`src/rtl/branch_resolve_predict_unit_if.sv`:
```
// Resolve/predict bus between decode-execute, fetch and the branch unit.
interface branch_resolve_predict_unit_if #(
  parameter int unsigned XLEN  = 32,
  parameter int unsigned CNT_W = 32
);
  logic [XLEN-1:0]  pred_pc;
  logic             pred_taken;
  logic             res_valid;
  logic [2:0]       res_funct3;
  logic [XLEN-1:0]  res_pc;
  logic [XLEN-1:0]  res_rs1;
  logic [XLEN-1:0]  res_rs2;
  logic [XLEN-1:0]  res_target;
  logic             res_pred_taken;
  logic             branch_out;
  logic             illegal_funct3;
  logic             mispredict_q;
  logic [XLEN-1:0]  redirect_pc_q;
  logic [CNT_W-1:0] stat_branches;
  logic [CNT_W-1:0] stat_mispredicts;

  modport master (
    output pred_pc, res_valid, res_funct3, res_pc, res_rs1, res_rs2,
           res_target, res_pred_taken,
    input  pred_taken, branch_out, illegal_funct3, mispredict_q,
           redirect_pc_q, stat_branches, stat_mispredicts
  );

  modport slave (
    input  pred_pc, res_valid, res_funct3, res_pc, res_rs1, res_rs2,
           res_target, res_pred_taken,
    output pred_taken, branch_out, illegal_funct3, mispredict_q,
           redirect_pc_q, stat_branches, stat_mispredicts
  );
endinterface

```
`src/rtl/branch_resolve_predict_unit.sv`:
```
// RV32I branch resolver with a 2-bit-counter BHT predictor and registered redirect.
// Optional performance counters are enabled by defining BPU_STATS_EN.
module branch_resolve_predict_unit #(
  parameter int unsigned XLEN      = 32,
  parameter int unsigned BHT_IDX_W = 4,
  parameter int unsigned CNT_W     = 32
) (
  input logic                   clk,
  input logic                   reset,
  branch_resolve_predict_unit_if.slave bus
);
  localparam int unsigned BHT_N = 1 << BHT_IDX_W;

  typedef enum logic [1:0] {
    STRONG_NT = 2'd0,
    WEAK_NT   = 2'd1,
    WEAK_T    = 2'd2,
    STRONG_T  = 2'd3
  } bht_state_e;

  bht_state_e            bht [BHT_N];
  bht_state_e            upd_state;
  logic [BHT_IDX_W-1:0]  pred_idx;
  logic [BHT_IDX_W-1:0]  res_idx;
  logic                  illegal;
  logic                  legal;
  logic                  cond;
  logic                  taken;
  logic                  mispredict;
  logic [XLEN-1:0]       next_pc;
  logic                  unused_pred_bits;

  assign pred_idx         = bus.pred_pc[BHT_IDX_W+1:2];
  assign res_idx          = bus.res_pc[BHT_IDX_W+1:2];
  assign unused_pred_bits = ^{bus.pred_pc[XLEN-1:BHT_IDX_W+2], bus.pred_pc[1:0]};

  // Read of the registered table: a same-cycle update is not bypassed.
  assign bus.pred_taken     = bht[pred_idx] inside {WEAK_T, STRONG_T};
  assign bus.branch_out     = taken;
  assign bus.illegal_funct3 = bus.res_valid & illegal;

  always_comb begin
    cond    = 1'b0;
    illegal = (bus.res_funct3[2:1] == 2'b01);
    case (bus.res_funct3)
      3'b000:  cond = (bus.res_rs1 == bus.res_rs2);
      3'b001:  cond = (bus.res_rs1 != bus.res_rs2);
      3'b100:  cond = ($signed(bus.res_rs1) <  $signed(bus.res_rs2));
      3'b101:  cond = ($signed(bus.res_rs1) >= $signed(bus.res_rs2));
      3'b110:  cond = (bus.res_rs1 <  bus.res_rs2);
      3'b111:  cond = (bus.res_rs1 >= bus.res_rs2);
      default: cond = 1'b0;
    endcase
    legal      = bus.res_valid & ~illegal;
    taken      = legal & cond;
    mispredict = legal & (taken != bus.res_pred_taken);
    next_pc    = taken ? bus.res_target : bus.res_pc + XLEN'(4);

    upd_state = bht[res_idx];
    case (bht[res_idx])
      STRONG_NT: upd_state = taken ? WEAK_NT  : STRONG_NT;
      WEAK_NT:   upd_state = taken ? WEAK_T   : STRONG_NT;
      WEAK_T:    upd_state = taken ? STRONG_T : WEAK_NT;
      STRONG_T:  upd_state = taken ? STRONG_T : WEAK_T;
      default:   upd_state = WEAK_NT;
    endcase
  end

  always_ff @(posedge clk) begin
    if (reset) begin
      for (int unsigned i = 0; i < BHT_N; i++) begin
        bht[BHT_IDX_W'(i)] <= WEAK_NT;
      end
      bus.mispredict_q  <= 1'b0;
      bus.redirect_pc_q <= '0;
    end else begin
      bus.mispredict_q <= mispredict;
      if (legal) begin
        bht[res_idx]      <= upd_state;
        bus.redirect_pc_q <= next_pc;
      end
    end
  end

`ifdef BPU_STATS_EN
  always_ff @(posedge clk) begin
    if (reset) begin
      bus.stat_branches    <= '0;
      bus.stat_mispredicts <= '0;
    end else begin
      if (legal) begin
        bus.stat_branches <= bus.stat_branches + CNT_W'(1);
      end
      if (mispredict) begin
        bus.stat_mispredicts <= bus.stat_mispredicts + CNT_W'(1);
      end
    end
  end
`else
  assign bus.stat_branches    = '0;
  assign bus.stat_mispredicts = '0;
`endif
endmodule
```
`src/flat_wrapper.sv`:
```
// flat-port wrapper written by rule: the top's interface ports become plain ports
module branch_resolve_predict_unit_flat 
#(
  parameter int unsigned XLEN      = 32,
  parameter int unsigned BHT_IDX_W = 4,
  parameter int unsigned CNT_W     = 32
)
  (clk, reset, bus_pred_pc, bus_res_valid, bus_res_funct3, bus_res_pc, bus_res_rs1, bus_res_rs2, bus_res_target, bus_res_pred_taken, bus_pred_taken, bus_branch_out, bus_illegal_funct3, bus_mispredict_q, bus_redirect_pc_q, bus_stat_branches, bus_stat_mispredicts);
  branch_resolve_predict_unit_if #(.XLEN(XLEN), .CNT_W(CNT_W)) bus_i ();
  input logic clk;
  input logic reset;
  input wire logic [$bits(bus_i.pred_pc)-1:0] bus_pred_pc;
  input wire logic [$bits(bus_i.res_valid)-1:0] bus_res_valid;
  input wire logic [$bits(bus_i.res_funct3)-1:0] bus_res_funct3;
  input wire logic [$bits(bus_i.res_pc)-1:0] bus_res_pc;
  input wire logic [$bits(bus_i.res_rs1)-1:0] bus_res_rs1;
  input wire logic [$bits(bus_i.res_rs2)-1:0] bus_res_rs2;
  input wire logic [$bits(bus_i.res_target)-1:0] bus_res_target;
  input wire logic [$bits(bus_i.res_pred_taken)-1:0] bus_res_pred_taken;
  output wire logic [$bits(bus_i.pred_taken)-1:0] bus_pred_taken;
  output wire logic [$bits(bus_i.branch_out)-1:0] bus_branch_out;
  output wire logic [$bits(bus_i.illegal_funct3)-1:0] bus_illegal_funct3;
  output wire logic [$bits(bus_i.mispredict_q)-1:0] bus_mispredict_q;
  output wire logic [$bits(bus_i.redirect_pc_q)-1:0] bus_redirect_pc_q;
  output wire logic [$bits(bus_i.stat_branches)-1:0] bus_stat_branches;
  output wire logic [$bits(bus_i.stat_mispredicts)-1:0] bus_stat_mispredicts;
  assign bus_i.pred_pc = bus_pred_pc;
  assign bus_i.res_valid = bus_res_valid;
  assign bus_i.res_funct3 = bus_res_funct3;
  assign bus_i.res_pc = bus_res_pc;
  assign bus_i.res_rs1 = bus_res_rs1;
  assign bus_i.res_rs2 = bus_res_rs2;
  assign bus_i.res_target = bus_res_target;
  assign bus_i.res_pred_taken = bus_res_pred_taken;
  assign bus_pred_taken = bus_i.pred_taken;
  assign bus_branch_out = bus_i.branch_out;
  assign bus_illegal_funct3 = bus_i.illegal_funct3;
  assign bus_mispredict_q = bus_i.mispredict_q;
  assign bus_redirect_pc_q = bus_i.redirect_pc_q;
  assign bus_stat_branches = bus_i.stat_branches;
  assign bus_stat_mispredicts = bus_i.stat_mispredicts;
  branch_resolve_predict_unit #(.XLEN(XLEN), .BHT_IDX_W(BHT_IDX_W), .CNT_W(CNT_W)) u_core (.clk(clk), .reset(reset), .bus(bus_i));
endmodule
```
`config.mk`:
```
export PLATFORM = sky130hd
export DESIGN_NAME = branch_resolve_predict_unit_flat
export DESIGN_NICKNAME = d
export VERILOG_FILES = /design/src/rtl/branch_resolve_predict_unit_if.sv /design/src/rtl/branch_resolve_predict_unit.sv /design/src/flat_wrapper.sv
export SDC_FILE = /design/constraint.sdc
export NUM_CORES = 1
export LEC_CHECK = 0
export BUFFER_PORTS_ARGS = -buffer_cell sky130_fd_sc_hd__buf_2
export CORE_MARGIN = 2
export CORE_UTILIZATION = 45
export DETAILED_ROUTE_END_ITERATION = 7
export PLACE_DENSITY = 0.78
export SYNTH_ARGS = -nofsm -noshare
export SYNTH_HDL_FRONTEND = slang
export SYNTH_SLANG_ARGS = --single-unit
```
`constraint.sdc`:
```
create_clock -name clk -period 3.85 [get_ports clk]
set_clock_uncertainty 0.15 [all_clocks]
set_input_delay 0.5775 -clock clk [delete_from_list [all_inputs] [get_ports clk]]
set_output_delay 0.5775 -clock clk [all_outputs]
set_load 0.01 [all_outputs]
```
## After elaboration in Yosys (flattened, before gate mapping)

Memory sizes are Yosys's and may differ from the RTL's.
Index checks and enable logic that the tools add are counted.

| cells by class | value |
|---|---|
| magnitude comparators | 4 |
| reductions and logical operators | 4 |
| eq/ne operators | 14 |
| mux-type cells | 15 |
| $add $sub $neg | 1 |
| bitwise gates (word level) | 5 |

Operators by type and width:

| kind | number |
|---|---|
| >= comparator 32 bit | 2 |
| < comparator 32 bit | 2 |
| adder 32 x 3 -> 32 bit (second input constant) | 1 |
| == test 32 bit | 1 |
| two-way mux 32 bit | 1 |
| inequality test 32 bit | 1 |
| == test 3 bit (second input constant) | 4 |
| == test 2 bit (second input constant) | 4 |
| two-way mux 1 bit | 8 |
| case mux 2 bit (4 select lines) | 1 |
| two-way mux 2 bit | 3 |
| case mux 1 bit (6 select lines) | 1 |
| bitwise AND 1 bit | 4 |
| == test 2 x 1 -> 1 bit (second input constant) | 2 |
| two-way mux 4 bit | 1 |
| == test 3 x 1 -> 1 bit (second input constant) | 1 |
| zero test 3 bit | 1 |
| zero test 2 bit | 1 |
| nonzero test 2 bit | 1 |
| OR reduction 2 bit | 1 |
| inequality test 1 bit | 1 |
| NOT 1 bit | 1 |

| storage, ports and cells | value |
|---|---|
| memory bits (writable) | 32 |
| output and inout port bits | 100 |
| bits of input ports | 167 |
| register bits after elaboration | 33 |
| word-level logic and storage cells | 46 |
| memories kept | 1 |

Memories:

| memory | words | bits a word | read ports | clocked after memory_dff | write ports | line | RTL |
|---|---|---|---|---|---|---|---|
| u_core.bht | 16 | 2 | 2 | 0 | 16 | branch_resolve_predict_unit.sv:21 | `bht_state_e bht [BHT_N];` |

## Depth between registers and ports, before layout

Gate-level depths: netlist (run 1).

| depth | value |
|---|---|
| depth after elaboration | 8 |
| gate-level depth with buffers | 12 |
| gate-level depth less buffers | 10 |

## Worst setup path after synthesis (run 1)

No wires, ideal clock.

| timing | value |
|---|---|
| path kind | input to output |
| start point | in bus_res_rs2[15] |
| end point | out bus_branch_out |
| arrival time | 2787 ps |
| data required time | 3122 ps |
| path buffers | 2 |
| slack | 335 ps |
| stages on the path | 12 |
| cells stage by stage | inv_1 ha_1 and4_1 and4_1 a21boi_2 nor4bb_4 o32ai_1 nor2_2 nand2_1 buf_2 buf_6 nor2_1 |

| between the ends | value |
|---|---|
| longest elaborated chain between the ends | 3 |
| elaborated cells between the ends (all ways) | 8 |
| classes of those cells | 4 x order compare; 2 x eq/ne; 1 x mux; 1 x bitwise |

RTL lines:

| what | line | RTL |
|---|---|---|
| start, declared | flat_wrapper.sv:17 | `input wire logic [$bits(bus_i.res_rs2)-1:0] bus_res_rs2;` |
| >= comparator 32 bit, or another cell as far along | branch_resolve_predict_unit.sv:51 | `3'b111: cond = (bus.res_rs1 >= bus.res_rs2);` |
| case mux 1 bit (6 select lines) * | branch_resolve_predict_unit.sv:45 | `case (bus.res_funct3)` |
| bitwise AND 1 bit * | branch_resolve_predict_unit.sv:55 | `taken = legal & cond;` |
| end, declared | flat_wrapper.sv:21 | `output wire logic [$bits(bus_i.branch_out)-1:0] bus_branch_out;` |

Every way passes the cells marked *; elsewhere a longest branch is shown, timed or not.

## Final worst setup path (run 1)

| timing | value |
|---|---|
| start point | in bus_res_rs2[31] |
| end point | out bus_branch_out |

The elaborated chain is that of the path after synthesis.

==> impl_results.md, run 1 <==
* Run status: finished, final reports clean
* Vias per cell at 5.31
* Worst-Skew Late Latency at 0.32 ns
* Primary FF master, synth: dfxtp_1
* CP max stage delay at 0.43 ns
* Post-route setup TNS at 0 ns
* Adder-cell share of the synthesized area at 8.06%
* Kind of end point of the critical path: primary output
* Slew headroom at 53.2%
* WP data arrival at 2.86 ns
* First-pass GRT wire length at 24.1 mm
* CTS resizes at 0
* WL final at 15.1 mm
* Seq/Total Area, Yosys at 29.0%
* GRT Util Overall at 23.1%
* R2R Setup Slk at 1.21 ns
* Post-Syn Area at 5590 µm²
* Area share of the largest cell type after synthesis at 17.2%
* CTS buffer count at 9
* Vias in the first global route at 4,910
* Largest family of logic cells by synthesized area: simple AND/OR/NAND/NOR gates
* Share of layout cells above drive strength 1 at 31.3%
* # IOs at 267
* Comb pwr share at 25.3%
* Routed wl met3 at 1.22 mm
* Routed len/inst at 16.0 µm
* DR DRC count at 0
* Reg2Reg Depth at 6
* RSZ-0062 raised after global routing: no
* Mux contribution to synthesized area at 6.65%
* Switch share at 28.3%
* Critical-path top delay cell: a2111oi_0
* CTS Hold Bufs at 0
* Yosys cell types at 53
* Postcts setup bufs at 0
* HP Class: flop to flop
* Clk slew on worst S/H paths at 0.05 ns
* Critical R2R Capture: u_core.bht[2][1]$_SDFFCE_PN0P_
* TritonRoute pass-1 iters at 5
* I/O Buffers at 174
* Met1 wire length at 6.20 mm
* Clk sink count at 65
* Max-slew violation count at 0
* H-tree depth at 3
* Die Wd at 115 µm
* Critical path's most frequent cell: buf_2
* Largest net degree at the start of global routing at 65
* Commonest non-fill, non-tap cell in the layout: buf_2
* Asr flop ratio synth at 0%
* Final setup violation count at 0
* Period utilization at 93.2%
* Seq pwr share at 36.0%
* NetSw at 617 µW
* Root Buffer: clkbuf_16
* Critical path fanouts, max at 5
* Die Y at 115 µm
* Top Metal Used: met4
* Commonest cells after routing, fill and taps aside: 174 x buf_2, 64 x conb_1, 40 x nand3b_1
* Num rows at 40
* CTS tree: yes
* R2R Path Start: u_core.bht[3][1]$_SDFFCE_PN0P_
* Worst-Margin Slew at 0.702 ns
* Power Dens Cells at 326 nW/µm²
* Design Power at 2.18 mW
* Vias at 5,017
* Synth area leaders: edfxtp_1 17%, dfxtp_1 12%, buf_4 9.3%
* Final WS setup at 0.262 ns
* Synth area leader: edfxtp_1
* Min-Delay Path Depth at 2
* Final hold violation count at 0
* Layout fillers at 1,138
* Yosys reg bits at 65
* EDFF count, synth at 32
* Antenna Violating Nets Remaining at 0
* Cell Chain, Critical Path: buf_2 > inv_1 > ha_1 > a21oi_1 > o21ai_1 > a2111oi_0 > nor4bb_4 > o21bai_2 > mux2i_4 > nand2_1 > nor2_1 > buf_2
* Clock power frac at 38.6%
* Area grow syn2layout at 19.7%
* Gp weighted congestion at 0.883
* Fin crit period at 3.59 ns
* Net count, final at 975
* Synthesis Warnings at 0
* Worst min-delay path endpoint: u_core.bus.redirect_pc_q[3]$_SDFFE_PP0P_
* Worst Hold Launch: u_core.bus.redirect_pc_q[3]$_SDFFE_PP0P_
* Max Cap Viol at 0
* Critical path startpoint category: primary input
* Initial Util at 46.3%
* P_int at 1.57 mW
* GR Overflow Total at 0
* Post-synthesis simple-gate area fraction at 23.2%
* Syn_area_per_cell at 9.06 µm²
* Initial antenna violation count at 0
* VDD IR-drop max at 200 µV
* Core Util, Final at 55.5%
* Synth Area in XOR/XNOR at 4.23%
* Leak at 2.90 nW
* Fmax at 279 MHz
* CTS max path bufs at 2
* Starting DRT DRC Count at 305
* Dpl ws at 0.247 ns
* Ant. Diodes at 0
* Compound-Gate Fraction of Synth Area at 14.1%
* Met2 WL at 7.41 mm
* Worst path required time at 3.12 ns
* CP Class: primary input to primary output
* DPL Wire Length at 11.6 mm
* Die area at 13,300 µm²
* Core Area at 12,100 µm²
* Mapped Cells at 617
## layer usage
layer	GRT usage, %	vias up
met3	5.49	23
met2	41.4	230
met4	6.43	0
met5	0	-
li1	-	2454
met1	27.5	2310
## synthesized netlist by cell type (16+ instances only)
master / instances
a311o_1: 16
buf_4: 69
clkbuf_1: 30
dfxtp_1: 33
edfxtp_1: 32
ha_1: 36
inv_1: 36
nand2_1: 32
nand3_1: 20
nand3b_1: 40
nand4_1: 22
nor2_1: 31
nor3_1: 27
nor3b_1: 17
o211ai_1: 19
xnor2_1: 18
## critical path: cells and delay by family
kind	cells	cell delay, ns
compound gates	4	0.80
simple gates	3	0.71
fa+ha+maj	1	0.34
buf+inv	3	0.24
mux	1	0.18
## sequential cells by signal (all words and copies together) (netlist names)
name and cells:
u_core.bht 32, u_core.bus.redirect_pc_q 32, u_core.bus.mispredict_q 1
## cell type report
| class | instances | area [µm²] | share of cell area (%) |
|---|---|---|---|
| Clock buffer | 12 | 236 | 3.53 |
| Clock inverter | 4 | 67.6 | 1.01 |
| Inverter | 36 | 135 | 2.02 |
| Multi-Input combinational cell | 469 | 3390 | 50.6 |
| Sequential cell | 65 | 1620 | 24.2 |
| Tap cell | 168 | 210 | 3.14 |
| Timing Repair Buffer | 191 | 1040 | 15.5 |
## logic make-up after synthesis
group,Yosys count
AOI/OAI and AO/OA,101
buffers and inverters,146
muxes,17
xor gates and xnor gates,27
adders and majority gates,36
DFF,65
and+or+nand+nor,224
other,1
## power groups by stage
stage / logic [mW] / registers [mW] / clock network, mW
detailed placement: 0.551 / 0.801 / 0
global placement: 0.544 / 0.799 / 0
CTS: 0.554 / 0.787 / 0.860
floorplan: 0.375 / 0.812 / 0
global route: 0.612 / 0.791 / 0.895
finish: 0.553 / 0.787 / 0.843
## worst max path at each step
stage / to / from / cells past startpoint / slack (ns)
finish: bus_branch_out / bus_res_rs2[31] / 12 / 0.26
global route: bus_branch_out / bus_res_rs2[29] / 12 / 0.08
CTS: bus_branch_out / bus_res_rs2[29] / 12 / 0.24
detailed placement: bus_branch_out / bus_res_rs2[31] / 12 / 0.25
global placement: bus_branch_out / bus_res_rs2[31] / 12 / 0.21
floorplan: bus_branch_out / bus_res_rs2[15] / 12 / 0.34
## stage by stage
stage	hold slack (ns)	instances	instance area, µm²
floorplan	0.368	680	5830
global route	0.385	945	6690
global placement	0.342	929	6390
CTS	0.357	945	6690
detailed placement	0.350	929	6390
finish	0.350	945	6690
(Power assumes the default switching activity.)
==> inputs of run 2 (changes only) <==
--- a/config.mk
+++ b/config.mk
@@ -6,10 +6,9 @@
 export NUM_CORES = 1
 export LEC_CHECK = 0
 export BUFFER_PORTS_ARGS = -buffer_cell sky130_fd_sc_hd__buf_2
-export CORE_MARGIN = 2
-export CORE_UTILIZATION = 45
+export CORE_UTILIZATION = 48
 export DETAILED_ROUTE_END_ITERATION = 7
-export PLACE_DENSITY = 0.78
+export PLACE_DENSITY = 0.88
 export SYNTH_ARGS = -nofsm -noshare
 export SYNTH_HDL_FRONTEND = slang
 export SYNTH_SLANG_ARGS = --single-unit
==> run 2 against run 1 <==
Effect of this change: core utilization is 2.5 points higher; total power fell by 4.8%; sequential cell count stayed put; first-iteration DRC count up 5.2%; largest cell class unchanged; critical endpoint unchanged; largest power group is now registers; setup slack improved by 0.019 ns; global-route usage increased by 0.73 points; critical path depth unchanged; clock-buffer cell count is 1 lower; worst hold slack got worse by 0.0032 ns; sequential power is essentially flat; highest routed layer unchanged; wire length shrank 7.5%.
==> impl_results.md, run 2 (synthesis gave the netlist of run 1 again) <==
* Run status: finished, final reports clean
* NetSw at 631 µW
* Final hold violation count at 0
* CTS max path bufs at 2
* Largest net degree at the start of global routing at 52
* CP max stage delay at 0.37 ns
* Die Wd at 110 µm
* WP data arrival at 2.84 ns
* Initial Util at 49.2%
* Ant. Diodes at 0
* Critical path startpoint category: primary input
* GRT Util Overall at 23.8%
* Slew headroom at 49.9%
* CTS resizes at 0
* HP Class: flop to flop
* Core Area at 11,400 µm²
* Placed Cells at 900
* Kind of end point of the critical path: primary output
* GR Overflow Total at 0
* Commonest non-fill, non-tap cell in the layout: buf_2
* Gp weighted congestion at 0.826
* RSZ-0062 raised after global routing: no
* Switch share at 30.4%
* WL final at 14.0 mm
* Area grow syn2layout at 17.9%
* Antenna Violating Nets Remaining at 0
* Die area at 12,100 µm²
* I/O Buffers at 174
* Net count, final at 971
* Period utilization at 92.7%
* Fin cells at 916
* Postcts setup bufs at 0
* Worst-Margin Slew at 0.751 ns
* R2R Path Start: u_core.bht[8][0]$_SDFFCE_PN1P_
* Power Dens Cells at 315 nW/µm²
* Post-route setup TNS at 0 ns
* CP Class: primary input to primary output
* Comb pwr share at 26.0%
* Share of layout cells above drive strength 1 at 31.6%
* Critical path fanouts, max at 5
* Cell Chain, Critical Path: buf_2 > inv_1 > ha_1 > a21oi_1 > o21ai_1 > a2111oi_2 > nor4bb_4 > o21bai_2 > mux2i_4 > nand2_1 > nor2_1 > buf_2
* CTS tree: yes
* Design Power at 2.08 mW
* Vias at 5,099
* Vias per cell at 5.57
* Critical path's most frequent cell: buf_2
* Clock power frac at 36.2%
* Worst setup path startpoint: bus_res_rs2[31]
* Worst path required time at 3.12 ns
* Routed len/inst at 15.3 µm
* Worst Hold Launch: u_core.bus.redirect_pc_q[0]$_SDFFE_PP0P_
* DR DRC count at 0
* Root Buffer: clkbuf_16
* CTS Hold Bufs at 0
* DPL Wire Length at 10.7 mm
* H-tree depth at 3
* Seq pwr share at 37.8%
* Fmax at 280 MHz
* First-pass GRT wire length at 22.1 mm
* CTS buffer count at 9
* Die Y at 110 µm
* Max Cap Viol at 0
* Commonest cells after routing, fill and taps aside: 174 x buf_2, 64 x conb_1, 40 x nand3b_1
* Clk sink count at 65
* Max-slew violation count at 0
* Fin crit period at 3.57 ns
* Leak at 2.87 nW
* P_int at 1.45 mW
* Starting DRT DRC Count at 321
* Vias in the first global route at 4,703
* Biggest regs: u_core.bht x32, u_core.bus.redirect_pc_q x32, u_core.bus.mispredict_q x1
* VDD IR-drop max at 211 µV
* Initial antenna violation count at 0
* Worst-Skew Late Latency at 0.33 ns
* TritonRoute pass-1 iters at 5
* Clk slew on worst S/H paths at 0.05 ns
* Critical-path top delay cell: a2111oi_2
* Num rows at 39
* Final setup violation count at 0
* # IOs at 267
[run 2: worst paths after layout]
| path | cells past startpoint | slack, ns | end |
|---|---|---|---|
| setup / recovery | 12 | 0.28 | bus_branch_out |
| hold reg to reg | 2 | 0.35 | u_core.bus.redirect_pc_q[0]$_SDFFE_PP0P_ |
| hold / removal | 2 | 0.35 | u_core.bus.redirect_pc_q[0]$_SDFFE_PP0P_ |
| setup reg to reg | 6 | 1.19 | u_core.bht[1][1]$_SDFFCE_PN0P_ |
[run 2: critical path: cells and delay by family]
family	cells	cell delay (ns)
mux	1	0.19
buf+inv	3	0.27
fa+ha+maj	1	0.36
compound gates	4	0.78
simple gates	3	0.65
[run 2: power by group through the flow]
stage,sequential (mW),combinational (mW),clock [mW]
2_1_floorplan,0.812,0.375,0
3_3_place_gp,0.798,0.529,0
3_5_place_dp,0.800,0.538,0
4_1_cts,0.786,0.540,0.761
5_1_grt,0.790,0.601,0.789
6_report,0.786,0.541,0.752
[run 2: metal layers]
| layer | global-route usage, % | part of all wire [%] |
|---|---|---|
| met5 | 0 | 0 |
| met4 | 7.71 | 1.6 |
| met3 | 5.57 | 8.8 |
| met2 | 41.5 | 50 |
| met1 | 28.7 | 40 |
[run 2: through the flow]
| step | util [%] | setup WS (ns) | hold slack (ns) | instance area, µm² |
|---|---|---|---|---|
| after floorplan | - | 0.335 | 0.368 | 5830 |
| after global placement | 55.5 | 0.139 | 0.338 | 6310 |
| after detailed placement | 55.5 | 0.0359 | 0.345 | 6310 |
| after CTS | 57.9 | 0.0976 | 0.353 | 6590 |
| after global routing | 58.0 | 0.0346 | 0.378 | 6590 |
| final | 58.0 | 0.281 | 0.347 | 6590 |
[run 2: area by class of cell]
type / count / area (µm²)
fillers: 1010 / 4780
multi-input cells: 469 / 3390
flip-flops and latches: 65 / 1620
repair buffers: 187 / 993
clock buffers: 11 / 243
well taps: 143 / 179
inverters: 36 / 135
clock inverters: 5 / 30.0
